### config.mk
export PLATFORM = sky130hd
export DESIGN_NAME = sar_search
export DESIGN_NICKNAME = d
export VERILOG_FILES = /design/src/rtl/sar_search.sv
export SDC_FILE = /design/constraint.sdc
export NUM_CORES = 1
export LEC_CHECK = 0
export CAP_MARGIN = 30
export CORE_MARGIN = 10
export CORE_UTILIZATION = 52
export CTS_BUF_LIST = sky130_fd_sc_hd__clkbuf_4
export DETAILED_ROUTE_END_ITERATION = 8
export PLACE_DENSITY = 0.8
export SYNTH_ARGS = -nofsm -noshare
export SYNTH_HDL_FRONTEND = slang
export SYNTH_SLANG_ARGS = --single-unit
export TNS_END_PERCENT = 100
### constraint.sdc
create_clock -name clk -period 2.1 [get_ports clk]
set_clock_uncertainty 0.2 [all_clocks]
set_input_delay 0.42 -clock clk [delete_from_list [all_inputs] [get_ports clk]]
set_output_delay 0.42 -clock clk [all_outputs]
set_load 0.1 [all_outputs]
### src/rtl/sar_search.sv
// rtl/sar_search.sv - successive-approximation search controller driving an external comparator
// Optional feature macro: SAR_EARLY_EXIT_EN (stop on the first equal compare).
module sar_search #(
   parameter int WIDTH = 4
) (
   input  logic             clk,
   input  logic             rst_n,
   input  logic             start,
   input  logic             cmp_gt,
   input  logic             cmp_lt,
   input  logic             cmp_eq,
   output logic [WIDTH-1:0] guess,
   output logic             busy,
   output logic             done,
   output logic [WIDTH-1:0] result,
   output logic             err
);

   localparam int KW = (WIDTH > 2) ? $clog2(WIDTH) : 1;
   localparam logic [WIDTH-1:0] ONE   = WIDTH'(1);
   localparam logic [KW-1:0]    K_TOP = KW'(WIDTH - 1);
   localparam logic [KW-1:0]    K_ONE = KW'(1);

   typedef enum logic [1:0] {IDLE, TEST, DONE} state_t;

   state_t           state, state_n;
   logic [WIDTH-1:0] acc, acc_n, acc_new, guess_n, result_n;
   logic [KW-1:0]    k, k_n;
   logic             err_n, one_hot;

   always_ff @(posedge clk or negedge rst_n) begin
      if (!rst_n) begin
         state  <= IDLE;
         guess  <= '0;
         result <= '0;
         acc    <= '0;
         k      <= '0;
         err    <= 1'b0;
      end else begin
         state  <= state_n;
         guess  <= guess_n;
         result <= result_n;
         acc    <= acc_n;
         k      <= k_n;
         err    <= err_n;
      end
   end

   always_comb begin
      state_n  = state;
      acc_n    = acc;
      guess_n  = guess;
      result_n = result;
      k_n      = k;
      err_n    = err;
      one_hot  = ({cmp_gt, cmp_lt, cmp_eq} == 3'b100) ||
                 ({cmp_gt, cmp_lt, cmp_eq} == 3'b010) ||
                 ({cmp_gt, cmp_lt, cmp_eq} == 3'b001);
      // Target at or above the trial value means the trial bit belongs in the answer.
      acc_new  = (cmp_gt || cmp_eq) ? guess : acc;
      case (state)
         IDLE: begin
            if (start) begin
               acc_n   = '0;
               k_n     = K_TOP;
               guess_n = ONE << K_TOP;
               err_n   = 1'b0;
               state_n = TEST;
            end
         end
         TEST: begin
            if (!one_hot) begin
               err_n    = 1'b1;
               result_n = '0;
               state_n  = DONE;
            end
`ifdef SAR_EARLY_EXIT_EN
            else if (cmp_eq) begin
               acc_n    = guess;
               result_n = guess;
               state_n  = DONE;
            end
`endif
            else if (k != '0) begin
               acc_n   = acc_new;
               k_n     = k - K_ONE;
               guess_n = acc_new | (ONE << (k - K_ONE));
            end else begin
               acc_n    = acc_new;
               result_n = acc_new;
               state_n  = DONE;
            end
         end
         DONE:    state_n = IDLE;
         default: state_n = IDLE;
      endcase
   end

   assign busy = (state == TEST);
   assign done = (state == DONE);

endmodule

==> results_dict.tcl <==
set metrics [dict create \
    slew-limit-headroom_pct 72.0 \
    post-route-drc-count 0 \
    status "finished clean" \
    synthArstFlopShare_pct 100 \
    post-cts-setup-buffer-count 0 \
    fillers 90 \
    ys_seq_area_share_pct 48.9 \
    cts-root-buf "clkbuf_4" \
    start_util_pct 56.5 \
    period_minus_slack_ps 2040 \
    pre_cts_ws_ps -210 \
    busiest_layer "met2" \
    antennaDiodeCount 0 \
    start_kind "register" \
    hold_viol 0 \
    required_ps 1480 \
    cts_tree "built" \
    p_int_w 0.000894 \
    setup_viol 0 \
    rsz0062_at_grt "true" \
    fin_nets 118 \
    pin_count 17 \
    drive_gt1_share_pct 33.6 \
    syn_avg_cell_area_um2 11.2 \
    drtIter0Drc 21 \
    die_w_um 60.9 \
    grt_usage_pct 12.5 \
    synth_area_um2 871 \
    critPathMaxFanout 9 \
    htree_num_levels 1 \
    grtUsageMet2_pct 21.3 \
    ff2ff_setup_slack_ps 320 \
    postRouteAntennaNets 0 \
    wl_um 2060 \
    cp-end-kind "output pin" \
    ys_warn_count 0 \
    vias_per_cell 5.74 \
    grt_pass1_vias 753 \
    coreArea_mm2 0.00154 \
    die_h_um 60.9 \
    p_leak_nw 0.594 \
    yosys-top-cells-area "dfrtp_1, ha_1, mux2i_1" \
    fin_crit_sh_pct 97.1 \
    syn2layout_area_growth_pct 45.5 \
    die-area_mm2 0.00371 \
    num_rows 14 \
    port_buffers 16 \
    place_congestion 0.739 \
    clk_path_buf_depth 2 \
    grt_pass1_wl_um 3560 \
    cts.sinks 17 \
    max_cap_viol_count 0 \
    fmax_mhz 491 \
    crit_type "reg -> out" \
    use_met3_pct 5.64 \
    grt_max_degree 18 \
    vias 706 \
    hp-class "in -> async" \
    p_seq_share_pct 30.4 \
    synth_top_area_share_pct 48.9 \
    tightest_slew_ps 418 \
    p_clk_share_pct 9.7 \
    p_sw_w 0.000869 \
    synth_seq_cells 17 \
    antenna_found_initial 0 \
    synth_commonest_cells "dfrtp_1, inv_1, o21ai_0" \
    synth.most_common_cell "dfrtp_1" \
    synth.distinct_cells 28 \
    power_frac_comb_pct 59.8 \
    synth_nets 88 \
    yosys_most_used_dff "dfrtp_1" \
    grt_use_met1_pct 14.2 \
    numCtsBuffers 3 \
    final_max_slew_viol_count 0 \
    place_hpwl_um 1680 \
    drt_first_pass_iters 4 \
    placed_area_mm2 0.00123 \
    path_clk_slew_ps 100 \
    power.share.switching_pct 49.3 \
    synth_edf_count 0 \
    final_cell_area_mm2 0.00127 \
    worst_slack_ps 61.4 \
    synth_area_leader_cell "dfrtp_1" \
    post_drt_wl_per_cell_um 16.7 \
    syn_inst 78 \
    worstPathArrival_ps 1420 \
    grt-ovfl-total 0 \
    power-per-cell-area_mw_per_mm2 1390 \
    peakVddDrop_uv 982 \
    clk_latency_ps 290 \
]
[critical path: stages (launching register included)]
cell	delay, ps
dfrtp_2	450
or2b_2	360
clkinvlp_4	130
buf_12	180
[worst paths after layout]
| kind | cells after the start | to | startpoint |
|---|---|---|---|
| max | 3 | busy | state[0] |
| min | 2 | acc[3] | rst_n |
| max reg2reg | 4 | guess[2] | k[0] |
| min reg2reg | 2 | acc[0] | acc[0] |
| max in group asynchronous | 2 | err | rst_n |
| min in group clk | 2 | acc[0] | acc[0] |
[metal layers]
metal / part of all wire [%] / vias up
met5: 0 / -
met4: 1.3 / 0
met3: 6.8 / 4
met2: 51 / 17
met1: 41 / 348
li1: - / 337
[placed cells by master (no fill, tap or decap), types with 4 or more instances in the layout]
| cell | instances |
|---|---|
| buf_12 | 11 |
| buf_4 | 9 |
| clkdlybuf4s50_1 | 5 |
| dfrtp_1 | 16 |
| ha_1 | 4 |
| inv_1 | 8 |
| mux2i_1 | 5 |
| nand3_1 | 5 |
| o21ai_0 | 8 |
| o2bb2ai_1 | 4 |
[kinds of logic (layout without fill, tap and decap cells)]
group           Yosys count  in the layout  share of synthesized area (%)
compound gates           22             22                           18.1
xor+xnor                  1              1                           1.87
fa+ha+maj                 4              4                           5.75
buf+inv                   9             38                           3.88
flops                    17             17                           48.9
mux                       5              5                           5.75
simple gates             20             20                           15.8
[metrics by stage]
step           utilization (%)  TNS (ps)  hold WS (ps)  instances  power [W]
6_report                  82.2         0           240        123    0.00176
5_1_grt                   82.2         0           253        123    0.00185
4_1_cts                   81.9         0           258        123    0.00176
3_5_place_dp              80.1     -2250           308        119    0.00159
3_3_place_gp              80.1     -1150           283        119    0.00156
2_1_floorplan                -         0         -75.6         78    0.00118
[what timing repair did]
action / in CTS / in global routing
hold buffers: 0 / 0
gates resized for setup: 0 / 2
setup endpoints to repair: 0 / 5
[cell type report]
type	instances	area, um^2	area share (%)
Sequential cell	17	427	33.7
Multi-Input combinational cell	52	418	33.0
Timing Repair Buffer	25	338	26.7
Inverter	9	37.5	2.96
Clock buffer	3	22.5	1.78
Tap cell	16	20.0	1.58
Clock inverter	1	5.00	0.395
[flip-flops by register name, summed over array words and instances (netlist names)]
name,count
result,4
state,2
k,2
err,1
acc,4
guess,4
[power by group through the flow]
stage	combinational [W]	clock [W]	sequential (W)
floorplan	0.000382	0	0.000794
global placement	0.00103	0	0.000536
detailed placement	0.00105	0	0.000541
CTS	0.00105	0.000174	0.000534
global route	0.00111	0.000196	0.000547
finish	0.00105	0.000172	0.000537
Power figures use the tool's default switching activity.
